==> src/rtl/mem_word_sequencer_pkg.sv <==
// Shared encodings for the multi-beat word <-> byte-wide Memory sequencer.
// Combinational constants only; no latency or backpressure of its own.
package mem_word_sequencer_pkg;

  typedef enum logic [1:0] {
    S_IDLE = 2'd0,
    S_XFER = 2'd1,
    S_DONE = 2'd2
  } state_t;

  localparam logic OP_LOAD       = 1'b0;
  localparam logic OP_STORE      = 1'b1;
  localparam logic ENDIAN_LITTLE = 1'b0;
  localparam logic ENDIAN_BIG    = 1'b1;
  localparam logic MEM_CS_ON     = 1'b0;
  localparam logic MEM_CS_OFF    = 1'b1;
  localparam logic MEM_WR_WRITE  = 1'b1;
  localparam logic MEM_WR_READ   = 1'b0;

  // A single-beat word still needs a 1-bit beat counter.
  function automatic int beat_width(input int beats);
    return (beats > 1) ? $clog2(beats) : 1;
  endfunction

endpackage

==> src/rtl/mem_word_sequencer_lane.sv <==
// Maps a beat index and byte order to a byte lane and extracts that lane's byte.
// Purely combinational, zero latency, no backpressure.
module byte_lane_select
  import mem_word_sequencer_pkg::*;
#(
  parameter int DATA_WIDTH = 16,
  localparam int N  = DATA_WIDTH / 8,
  localparam int BW = beat_width(N)
) (
  input  logic [BW-1:0]         beat,
  input  logic                  endian,
  input  logic [DATA_WIDTH-1:0] word,
  output logic [BW-1:0]         lane,
  output logic [7:0]            lane_byte
);

  always_comb begin
    lane      = (endian == ENDIAN_BIG) ? (BW'(N - 1) - beat) : beat;
    lane_byte = word[8*lane +: 8];
  end

endmodule

==> src/rtl/mem_word_sequencer.sv <==
// Moves a DATA_WIDTH word to/from byte-wide Memory in N beats; Done one cycle after the last beat.
// No backpressure: Start is taken only in IDLE, Abort cancels a transfer at the next edge.
module mem_word_sequencer
  import mem_word_sequencer_pkg::*;
#(
  parameter int DATA_WIDTH = 16,
  parameter int ADDR_WIDTH = 16
) (
  input  logic                  Clock,
  input  logic                  Reset,
  input  logic                  Start,
  input  logic                  Abort,
  input  logic                  Op,
  input  logic                  Endian,
  input  logic [ADDR_WIDTH-1:0] BaseAddr,
  input  logic [DATA_WIDTH-1:0] WrData,
  output logic                  Busy,
  output logic                  Done,
  output logic [DATA_WIDTH-1:0] RdData,
  output logic [ADDR_WIDTH-1:0] Mem_Address,
  output logic [7:0]            Mem_Data,
  output logic                  Mem_WR,
  output logic                  Mem_CS,
  input  logic [7:0]            MemOut
);

  localparam int N  = DATA_WIDTH / 8;
  localparam int BW = beat_width(N);
  localparam logic [BW-1:0] LAST_BEAT = BW'(N - 1);

  state_t                  state;
  state_t                  state_nxt;
  logic [BW-1:0]           beat;
  logic                    op_q;
  logic                    endian_q;
  logic [ADDR_WIDTH-1:0]   base_q;
  logic [DATA_WIDTH-1:0]   wdata_q;
  logic [DATA_WIDTH-1:0]   asm_q;
  logic [DATA_WIDTH-1:0]   asm_merged;
  logic [DATA_WIDTH-1:0]   rd_q;
  logic [BW-1:0]           lane;
  logic [7:0]              store_byte;

  byte_lane_select #(.DATA_WIDTH(DATA_WIDTH)) u_lane (
    .beat      (beat),
    .endian    (endian_q),
    .word      (wdata_q),
    .lane      (lane),
    .lane_byte (store_byte)
  );

  always_ff @(posedge Clock) begin
    if (!Reset) state <= S_IDLE;
    else        state <= state_nxt;
  end

  always_comb begin
    state_nxt = state;
    case (state)
      S_IDLE: if (Start) state_nxt = S_XFER;
      S_XFER: begin
        if (Abort)                  state_nxt = S_IDLE;
        else if (beat == LAST_BEAT) state_nxt = S_DONE;
      end
      S_DONE:  state_nxt = S_IDLE;
      default: state_nxt = S_IDLE;
    endcase
  end

  // The incoming byte is merged combinationally so the final beat can land in RdData directly.
  always_comb begin
    asm_merged               = asm_q;
    asm_merged[8*lane +: 8]  = MemOut;
  end

  always_ff @(posedge Clock) begin
    if (!Reset) begin
      beat     <= '0;
      op_q     <= OP_LOAD;
      endian_q <= ENDIAN_LITTLE;
      base_q   <= '0;
      wdata_q  <= '0;
      asm_q    <= '0;
      rd_q     <= '0;
    end else begin
      if (state == S_IDLE && Start) begin
        beat     <= '0;
        op_q     <= Op;
        endian_q <= Endian;
        base_q   <= BaseAddr;
        wdata_q  <= WrData;
        asm_q    <= '0;
      end
      if (state == S_XFER) begin
        beat <= beat + BW'(1);
        if (op_q == OP_LOAD) begin
          asm_q <= asm_merged;
          if (beat == LAST_BEAT && !Abort) rd_q <= asm_merged;
        end
      end
    end
  end

  always_comb begin
    Mem_CS      = MEM_CS_OFF;
    Mem_WR      = MEM_WR_READ;
    Mem_Address = '0;
    Mem_Data    = 8'h00;
    Busy        = (state == S_XFER) || (state == S_DONE);
    Done        = (state == S_DONE);
    RdData      = rd_q;
    if (state == S_XFER) begin
      Mem_CS      = MEM_CS_ON;
      Mem_Address = base_q + ADDR_WIDTH'(beat);
      if (op_q == OP_STORE) begin
        Mem_WR   = MEM_WR_WRITE;
        Mem_Data = store_byte;
      end
    end
  end

endmodule

==> config.mk <==
export PLATFORM = sky130hd
export DESIGN_NAME = mem_word_sequencer
export DESIGN_NICKNAME = d
export VERILOG_FILES = /design/src/rtl/mem_word_sequencer_pkg.sv /design/src/rtl/mem_word_sequencer_lane.sv /design/src/rtl/mem_word_sequencer.sv
export SDC_FILE = /design/constraint.sdc
export NUM_CORES = 1
export LEC_CHECK = 0
export BUFFER_PORTS_ARGS = -buffer_cell sky130_fd_sc_hd__buf_2
export CAP_MARGIN = 40
export CORE_ASPECT_RATIO = 1.1
export CORE_MARGIN = 1.5
export CORE_UTILIZATION = 58
export CTS_BUF_LIST = sky130_fd_sc_hd__clkbuf_2 sky130_fd_sc_hd__clkbuf_4 sky130_fd_sc_hd__clkbuf_8
export DETAILED_ROUTE_END_ITERATION = 12
export PLACE_DENSITY = 0.87
export SLEW_MARGIN = 20
export SYNTH_ARGS = -nofsm -noshare
export SYNTH_HDL_FRONTEND = slang
export SYNTH_SLANG_ARGS = --single-unit
==> constraint.sdc <==
create_clock -name Clock -period 4.08 [get_ports Clock]
set_clock_uncertainty 0.05 [all_clocks]
set_input_delay 0 -clock Clock [delete_from_list [all_inputs] [get_ports Clock]]
set_output_delay 0 -clock Clock [all_outputs]
set_load 0.02 [all_outputs]
==> impl_metrics.ini, run 1 <==
[grt]
globalRouteOverflowTotal = 0
first_global_vias = 3350
antenna_violations_before_repair = 0
grtUsageTotal = 0.3289
grt_start_max_net_pins = 40
grt_first_pass_wirelength_um = 15170

[worst_setup_path]
worst_path_dominant_cell_family = simple AND/OR/NAND/NOR gates
max_stage_delay_ns = 0.55
endpoint_type_of_the_worst_setup_path = output port
cp.depth = 5
worst_r2r_path_depth = 7
crit_path_max_fanout = 9
worstPathCellList = ha_1 -> nand4_1 -> or3_1 -> a21oi_1 -> buf_2
setup.worst_path.start_class = flip-flop
critical-path-slowest-cell = sky130_fd_sc_hd__dfxtp_1
setup.worst_path.class = flip-flop to output port
critical_path_required_ns = 4.03
critPathBufInv = 1
worstPathArrival_ns = 2.19

[sta]
setup_viol_count_final = 0
finalHoldViolCount = 0
rsz0062_at_grt = no
setup_total_negative_slack_ns = 0
final.min_clock_period_ns = 2.244
layout_worst_path_cycle_share = 0.5501
max_slew.worst_pin.slew_ns = 0.5735
timing_max_transition_violations_final = 0
max_slew_margin = 0.6167
postLayoutSetupSlackWorst_ns = 1.836
fmaxAchievable_ghz = 0.4455

[logic_synthesis]
synth.lib_cells_used.distinct = 33
synth_sequential_area_ratio = 0.4243
synth.ff_latch_count = 69
yosysWarningCount = 0
synth.largest_area_cell = sky130_fd_sc_hd__dfxtp_1
syn_avg_cell_area_um2 = 7.660
synthTopCellsByArea = sky130_fd_sc_hd__dfxtp_1 42%, sky130_fd_sc_hd__nand2_1 16%, sky130_fd_sc_hd__a21boi_0 11%
yosysTopAreaCellShare = 0.4243
synthesis.nets = 477
synthesis.instances = 425
synth_area_um2 = 3256

[placement]
io_buffers = 89
place_congestion = 0.8549
detailedPlacementHpwl_um = 5336
post_dp_cell_area_um2 = 3769
pre_cts_slack_ns = 2.222
post-place-cells = 569

[power_and_ir_drop]
static-leakage-power_nw = 1.843
power.ir.vdd_worst_mv = 0.3995
power-per-cell-area_nw_per_um2 = 420.5

[layout]
design_area_um2 = 4447
layout.cells.most_common = sky130_fd_sc_hd__nand2_1
core_utilization_of_the_finished_layout = 0.8242
post_route_cells_drive_above_1_share = 0.2083
final_cell_mix = 143 x sky130_fd_sc_hd__nand2_1, 89 x sky130_fd_sc_hd__buf_2, 69 x sky130_fd_sc_hd__dfxtp_1
antenna_cells_inserted = 0
area_growth_pct = 36.59
fin_nets = 599
final_cells = 627

[floorplanning]
die_h_um = 81.58
floorplan.initialDensity = 0.6034
core_um2 = 5395
chipWidth_um = 74.44
area_of_the_die_um2 = 6072
boundary_pins = 90
rows = 28

[detailed_routing]
route.detailed.vias_per_inst = 5.558
postRouteWirelength_um = 9517
drt_iter0_drc = 339
post_drt_wl_per_cell_um = 15.18
dr.pass1.iters = 5
number_of_routed_nets_with_antenna_violations = 0
vias = 3485
drcViolationCount = 0

[clock_network]
post_cts_resize_count = 0
h_tree_lvl_count = 3
hold_buffers = 42
cts.repair_timing.setup_buffer_count = 0
cts_buffer_count = 9
clk_latency_ns = 0.35
clk_pin_slew_ns = 0.08
cts_sinks = 69
ctsRootBufferMaster = sky130_fd_sc_hd__clkbuf_8
cts_tree = done
clock_tree.buffer_depth = 2

[min_path]
min_path_type = input port to flip-flop
hold_depth = 4

[status]
outcome = finished clean

[flow_run]
drv.max_cap_violation_count = 0
[area by class of cell]
type                    count  area (um^2)
clock buffers              11        151.4
clock inverters             5        106.4
fillers                   311        948.4
inverters                   5        18.77
multi-input cells         325         1749
flip-flops and latches     69         1381
well taps                  75        93.84
repair buffers            137        945.9
[cell usage after synthesis]
library cell               instances
sky130_fd_sc_hd__and3_1            2
sky130_fd_sc_hd__a31oi_1          16
sky130_fd_sc_hd__and2_1            4
sky130_fd_sc_hd__dfxtp_1          69
sky130_fd_sc_hd__o21ai_1           1
sky130_fd_sc_hd__xnor2_1           3
sky130_fd_sc_hd__a21boi_0         47
sky130_fd_sc_hd__mux2i_1           1
sky130_fd_sc_hd__a21boi_1          3
sky130_fd_sc_hd__clkinv_1          1
sky130_fd_sc_hd__nand4_1          10
sky130_fd_sc_hd__xnor2_2           1
sky130_fd_sc_hd__and4_1            2
sky130_fd_sc_hd__nor2_2            1
sky130_fd_sc_hd__nor4_1            3
sky130_fd_sc_hd__xor2_1           10
sky130_fd_sc_hd__nand2b_1          3
sky130_fd_sc_hd__clkbuf_1         18
sky130_fd_sc_hd__o31a_1            1
sky130_fd_sc_hd__buf_1             1
sky130_fd_sc_hd__nor2_1           15
sky130_fd_sc_hd__inv_1             4
sky130_fd_sc_hd__a21oi_1          10
sky130_fd_sc_hd__o21ai_0          18
sky130_fd_sc_hd__ha_1              6
sky130_fd_sc_hd__or3_1             1
sky130_fd_sc_hd__nor2b_1           2
sky130_fd_sc_hd__xor2_2            1
sky130_fd_sc_hd__nor3b_2           1
sky130_fd_sc_hd__o21a_1            1
sky130_fd_sc_hd__nand2_1         143
sky130_fd_sc_hd__buf_2             7
sky130_fd_sc_hd__nand3_1          19
[cell families after synthesis]
logic type | count (synthesis) | synth area share
AO/OA/AOI/OAI | 97 | 0.1956
buffers and inverters | 31 | 0.03843
XOR/XNOR | 15 | 0.04497
AND/OR/NAND/NOR | 206 | 0.2706
adder cells (fa/ha/maj) | 6 | 0.02306
flip-flops | 69 | 0.4243
multiplexers | 1 | 0.003075
[stage by stage]
stage | hold WS [ns] | power [mW]
after global routing | 0.03669 | 1.947
after floorplan | 0.08488 | 1.004
after detailed placement | 0.2074 | 1.118
final | 0.03087 | 1.870
after CTS | 0.008787 | 1.847
after global placement | 0.2042 | 1.091
[worst reg2reg max path, cell delays in order, from the launching register on]
cell                       delay (ns)
sky130_fd_sc_hd__dfxtp_1         0.34
sky130_fd_sc_hd__inv_1           0.11
sky130_fd_sc_hd__ha_1            0.32
sky130_fd_sc_hd__nand2b_1        0.17
sky130_fd_sc_hd__nor3b_2         0.22
sky130_fd_sc_hd__buf_4           0.30
sky130_fd_sc_hd__o21ai_0         0.16
sky130_fd_sc_hd__a31oi_1         0.19
[metal layers]
| layer | up-vias | routed length, um | track usage |
|---|---|---|---|
| met2 | 178 | 4706 | 0.5304 |
| met5 | - | 0 | 0 |
| met4 | 0 | 332 | 0.1909 |
| met1 | 1597 | 3839 | 0.3951 |
| li1 | 1670 | - | - |
| met3 | 40 | 640 | 0.08344 |
[final timing paths]
check / startpoint / end / slack, ns
worst max-delay path: beat$_SDFFE_PN0P_ / Mem_Address[6] / 1.84
worst min register to register: wdata_q[8]$_SDFFE_PN0P_ / wdata_q[8]$_SDFFE_PN0P_ / 0.42
worst min-delay path: Start / state[1]$_SDFFE_PN0P_ / 0.03
worst max register to register: state[1]$_SDFFE_PN0P_ / RdData[2]$_SDFFE_PN0P_ / 2.14
[power by group]
part           internal [mW]  switching, mW
Sequential             0.724         0.0459
Combinational          0.145          0.241
Clock                  0.441          0.274
[state kept, by name (all words and copies together), names as in the netlist]
name / flops
beat: 1
asm_q: 16
base_q: 16
op_q: 1
wdata_q: 16
RdData: 16
endian_q: 1
state: 2
Power figures use the tool's default switching activity.
==> run 2, diff against run 1 <==
CORE_UTILIZATION = 54   (was 58)
PLACE_DENSITY = 0.82   (was 0.87)
clock period = 2.3 ns   (was 4.08 ns; I/O delays follow)
==> impl_metrics.ini, run 2 (synthesized netlist as in run 1, its figures left out) <==
[grt]
first_global_vias = 3127
grt_start_max_net_pins = 45
antenna_violations_before_repair = 0
globalRouteOverflowTotal = 0
grt_first_pass_wirelength_um = 14480
grtUsageTotal = 0.2774

[layout]
post_route_cells_drive_above_1_share = 0.2098
final.fill_count = 421
fin_nets = 600
layout.area.seq_um2 = 1381
layout.cells.most_common = sky130_fd_sc_hd__nand2_1
area_growth_pct = 34.05
final_cell_mix = 143 x sky130_fd_sc_hd__nand2_1, 89 x sky130_fd_sc_hd__buf_2, 69 x sky130_fd_sc_hd__dfxtp_1
final_cells = 630
antenna_cells_inserted = 0
multiInputGateArea_um2 = 1749

[sta]
finalHoldViolCount = 0
setup_viol_count_final = 0
max_slew.worst_pin.slew_ns = 0.6228
fmaxAchievable_ghz = 0.4594
finalHoldWorstSlack_ns = 0.06106
max_slew_margin = 0.5833
rsz0062_at_grt = no
timing_max_transition_violations_final = 0
setup_total_negative_slack_ns = 0
layout_worst_path_cycle_share = 0.9465
final.min_clock_period_ns = 2.177

[clock_network]
h_tree_lvl_count = 3
cts.repair_timing.setup_buffer_count = 0
cts_sinks = 69
clock_tree.buffer_depth = 2
clk_pin_slew_ns = 0.07
ctsRootBufferMaster = sky130_fd_sc_hd__clkbuf_8
cts_buffer_count = 9
clk_latency_ns = 0.33
cts_tree = done

[floorplanning]
chipWidth_um = 77.03
die_h_um = 84.44
core_um2 = 5806
floorplan.initialDensity = 0.5608
area_of_the_die_um2 = 6504
rows = 29
boundary_pins = 90

[worst_setup_path]
endpoint_type_of_the_worst_setup_path = output port
cp.depth = 5
regToRegEndpoint = asm_q[1]$_SDFF_PN0_
crit_path_max_fanout = 9
worstPathCellList = ha_1 -> nand4_1 -> or3_1 -> a21oi_1 -> buf_2
max_stage_delay_ns = 0.55
setup.worst_path.class = flip-flop to output port
worstPathArrival_ns = 2.13
critical-path-slowest-cell = sky130_fd_sc_hd__dfxtp_1
r2r_start = state[1]$_SDFFE_PN0P_
setup.worst_path.start_class = flip-flop
worst_r2r_path_depth = 6
critPathBufInv = 1
worst_setup_path_endpoint = Mem_Address[6]
worst_setup_path_startpoint = beat$_SDFFE_PN0P_
setup.reg_to_reg.worst_slack_ns = 0.44
worst_path_dominant_cell_family = flip-flops
critical_path_required_ns = 2.25

[power_and_ir_drop]
static-leakage-power_nw = 1.803
power-per-cell-area_nw_per_um2 = 687.7
post-layout-total-power_mw = 3.001
power.ir.vdd_worst_mv = 0.5214

[placement]
place_congestion = 0.9432
io_buffers = 89
detailedPlacementHpwl_um = 5105
post-place-cells = 572

[flow_run]
drv.max_cap_violation_count = 0

[detailed_routing]
drcViolationCount = 0
postRouteWirelength_um = 8662
dr.pass1.iters = 5
vias = 3374
post_drt_wl_per_cell_um = 13.75
route.detailed.vias_per_inst = 5.356
number_of_routed_nets_with_antenna_violations = 0
drt_iter0_drc = 256

[min_path]
min_path_type = input port to flip-flop

[status]
outcome = finished clean
-- run 2: through the flow --
| step | util | setup slack [ns] | area (um^2) |
|---|---|---|---|
| final | 0.7517 | 0.1231 | 4364 |
| after global routing | 0.7517 | 0.02659 | 4364 |
| after CTS | 0.7517 | 0.1243 | 4364 |
| after detailed placement | 0.6448 | 0.4713 | 3744 |
| after global placement | 0.6448 | 0.5486 | 3744 |
| after floorplan | - | 0.6881 | 3256 |
-- run 2: worst min-delay path: cells and delay by family --
kind	cells	cell delay, ns
buffers and inverters	1	0.08
and+or+nand+nor	4	0.32
-- run 2: report_power, final --
part	internal, mW	switching [mW]
clock	0.526	0.456
sequential	1.28	0.0780
combinational	0.248	0.410
total	2.06	0.943
-- run 2: how the worst min path moves through the flow --
stage               cells past startpoint        from                        to
floorplan                               2   MemOut[6]      asm_q[14]$_SDFF_PN0_
global placement                        3   WrData[0]   wdata_q[0]$_SDFFE_PN0P_
detailed placement                      3  WrData[11]  wdata_q[11]$_SDFFE_PN0P_
CTS                                     5       Abort     state[1]$_SDFFE_PN0P_
global route                            5       Abort     state[1]$_SDFFE_PN0P_
finish                                  5       Abort     state[1]$_SDFFE_PN0P_
-- run 2: metal layers --
metal | part of all wire | global-route usage
met3 | 0.062 | 0.04674
met1 | 0.44 | 0.3738
met2 | 0.48 | 0.4417
met5 | 0 | 0
met4 | 0.015 | 0.1157
-- run 2: layout make-up --
class,count,share of cell area
Multi-Input combinational cell,325,0.4008
Inverter,5,0.004300
Sequential cell,69,0.3165
Clock buffer,10,0.03154
Timing Repair Buffer,138,0.2104
Clock inverter,6,0.01433
Tap cell,77,0.02208
-- run 2: timing repair --
action                    in CTS  in global routing
hold endpoints to repair      66                  0
gates resized for setup        0                  0
hold buffers                  42                  0
==> run 3, diff against run 2 <==
ABC_AREA = 1   (was unset)
CORE_UTILIZATION = 55   (was 54)
PLACE_DENSITY = 0.83   (was 0.82)
==> impl_metrics.ini, run 3 <==
[worst_setup_path]
endpoint_type_of_the_worst_setup_path = output port
crit_path_max_fanout = 16
critical_path_required_ns = 2.25
setup.worst_path.class = flip-flop to output port
critical-path-slowest-cell = sky130_fd_sc_hd__dfxtp_1
worstPathCellList = inv_1 -> ha_1 -> buf_4 -> nand2_1 -> inv_1 -> o21ai_0 -> nor2_1 -> buf_2
crit_path_frequent_cell = sky130_fd_sc_hd__inv_1
setup.worst_path.start_class = flip-flop
worst_path_dominant_cell_family = buffers and inverters
critPathBufInv = 4
max_stage_delay_ns = 0.32
worstPathArrival_ns = 1.99

[placement]
pre_cts_slack_ns = 0.4160
place_congestion = 0.8753
io_buffers = 89
detailedPlacementHpwl_um = 5388

[logic_synthesis]
syn_avg_cell_area_um2 = 6.538
ys_async_sr_fraction = 0
synthTopCellsByCount = 104 x sky130_fd_sc_hd__nand2_1, 94 x sky130_fd_sc_hd__nor2_1, 69 x sky130_fd_sc_hd__dfxtp_1, 69 x sky130_fd_sc_hd__inv_1, 57 x sky130_fd_sc_hd__o21ai_0
synth.ff_latch_count = 69
synthXorXnorAreaFrac = 0
synth_most_common_cell = sky130_fd_sc_hd__nand2_1
yosysTopAreaCellShare = 0.4040
yosysWarningCount = 0
synthesis.nets = 575
synth_area_um2 = 3420
synth_top_family_by_area = simple AND/OR/NAND/NOR gates
synth.area.mux_share = 0
synth_ff_type = sky130_fd_sc_hd__dfxtp_1
synthTopCellsByArea = sky130_fd_sc_hd__dfxtp_1 40%, sky130_fd_sc_hd__nand2_1 11%, sky130_fd_sc_hd__nor2_1 10%
yosys.area_share.adder = 0.02195
synth_sequential_area_ratio = 0.4040
synth_enable_flop_cells = 0
yosys.area_share.simple = 0.2437
synth.lib_cells_used.distinct = 26
synth-compound-area-share = 0.2067
synthesis.instances = 523
synth.largest_area_cell = sky130_fd_sc_hd__dfxtp_1

[clock_network]
ctsRootBufferMaster = sky130_fd_sc_hd__clkbuf_8
clock_tree.buffer_depth = 2
h_tree_lvl_count = 3
cts_sinks = 69
cts_tree = done
cts.repair_timing.setup_buffer_count = 0
cts_buffer_count = 9
clk_latency_ns = 0.34
clk_pin_slew_ns = 0.06

[floorplanning]
floorplan.initialDensity = 0.5817
chipWidth_um = 78.18
boundary_pins = 90
core_um2 = 5878
die_h_um = 85.70
rows = 29
area_of_the_die_um2 = 6700

[sta]
max_slew.worst_pin.slew_ns = 0.6006
timing_max_transition_violations_final = 0
rsz0062_at_grt = no
setup_total_negative_slack_ns = 0
layout_worst_path_cycle_share = 0.8888
setup_viol_count_final = 0
postLayoutSetupSlackWorst_ns = 0.2557
fmaxAchievable_ghz = 0.4892
finalHoldViolCount = 0
final.min_clock_period_ns = 2.044
max_slew_margin = 0.5991

[layout]
final.fill_count = 482
layout.cells.most_common = sky130_fd_sc_hd__nand2_1
core_utilization_of_the_finished_layout = 0.7586
final_cell_mix = 103 x sky130_fd_sc_hd__nand2_1, 94 x sky130_fd_sc_hd__nor2_1, 89 x sky130_fd_sc_hd__buf_2
fin_nets = 698
antenna_cells_inserted = 0
area_growth_pct = 30.41
post_route_cells_drive_above_1_share = 0.1849

[detailed_routing]
vias = 3634
drt_iter0_drc = 289
dr.pass1.iters = 5
route.detailed.vias_per_inst = 5.006
postRouteWirelength_um = 8584
number_of_routed_nets_with_antenna_violations = 0
post_drt_wl_per_cell_um = 11.82
drcViolationCount = 0

[power_and_ir_drop]
power.ir.vdd_worst_mv = 0.7343
static-leakage-power_nw = 2.250
power-per-cell-area_nw_per_um2 = 777.0

[status]
outcome = finished clean

[grt]
globalRouteOverflowTotal = 0
grt_start_max_net_pins = 38
grtUsageTotal = 0.2644
first_global_vias = 3195
antenna_violations_before_repair = 0
grt_first_pass_wirelength_um = 14110

[min_path]
min_path_type = input port to flip-flop

[flow_run]
drv.max_cap_violation_count = 0
-- run 3: cell families (layout without fill, tap and decap cells) --
kind of cell,Yosys count,in the layout
adders and majority gates,6,6
DFF,69,69
AOI/OAI and AO/OA,139,139
and+or+nand+nor,210,210
buffers and inverters,99,225
-- run 3: metrics by stage --
step                      area, um^2  instances  hold slack (ns)  power (mW)
final                           4459        726         0.007976       3.465
after global routing            4459        726          0.03297       3.707
after CTS                       4458        726         0.004065       3.464
after detailed placement        3869        669           0.2021       2.577
after global placement          3869        669           0.1966       2.547
after floorplan                 3420        523           0.1149       2.332
-- run 3: repair_timing --
action	CTS	global route
resized for setup	0	1
hold endpoints to repair	67	0
endpoints found under the setup margin	0	1
hold buffers	43	0
-- run 3: area by class of cell --
class / count / area [um^2] / area share
Clock inverter: 2 / 12.51 / 0.002806
Sequential cell: 69 / 1383 / 0.3100
Timing Repair Buffer: 139 / 928.4 / 0.2082
Inverter: 72 / 275.3 / 0.06173
Tap cell: 77 / 96.34 / 0.02160
Multi-Input combinational cell: 355 / 1618 / 0.3628
Clock buffer: 12 / 146.4 / 0.03283
-- run 3: where the power goes --
group          leakage [nW]  total [mW]  internal [mW]  switching, mW
registers             0.567        1.51           1.38          0.126
clock network        0.0826       0.831          0.414          0.417
logic                  1.60        1.13          0.398          0.728
-- run 3: worst reg2reg max path, cell delays in order (launching register included) --
cell	delay [ns]
sky130_fd_sc_hd__dfxtp_1	0.32
sky130_fd_sc_hd__inv_1	0.11
sky130_fd_sc_hd__ha_1	0.22
sky130_fd_sc_hd__inv_4	0.07
sky130_fd_sc_hd__nor2_4	0.09
sky130_fd_sc_hd__nand3_2	0.47
sky130_fd_sc_hd__a21oi_1	0.31
sky130_fd_sc_hd__o21ai_0	0.11
sky130_fd_sc_hd__inv_1	0.07
-- run 3: worst paths after layout --
path	slack, ns	cells past startpoint	from	endpoint
setup / recovery	0.26	8	state[1]$_SDFFE_PN0P_	Mem_Data[7]
hold / removal	0.008	6	Abort	state[1]$_SDFFE_PN0P_
setup reg to reg	0.44	8	state[1]$_SDFFE_PN0P_	RdData[9]$_SDFFE_PN0P_
hold reg to reg	0.43	2	wdata_q[11]$_SDFFE_PN0P_	wdata_q[11]$_SDFFE_PN0P_
-- run 3: per-layer routing --
| layer | track usage | wire length, um | vias up |
|---|---|---|---|
| met5 | 0 | 0 | - |
| met4 | 0.09253 | 150 | 0 |
| met3 | 0.06383 | 485 | 18 |
| met2 | 0.4514 | 4209 | 110 |
| met1 | 0.3260 | 3738 | 1626 |
| li1 | - | - | 1880 |
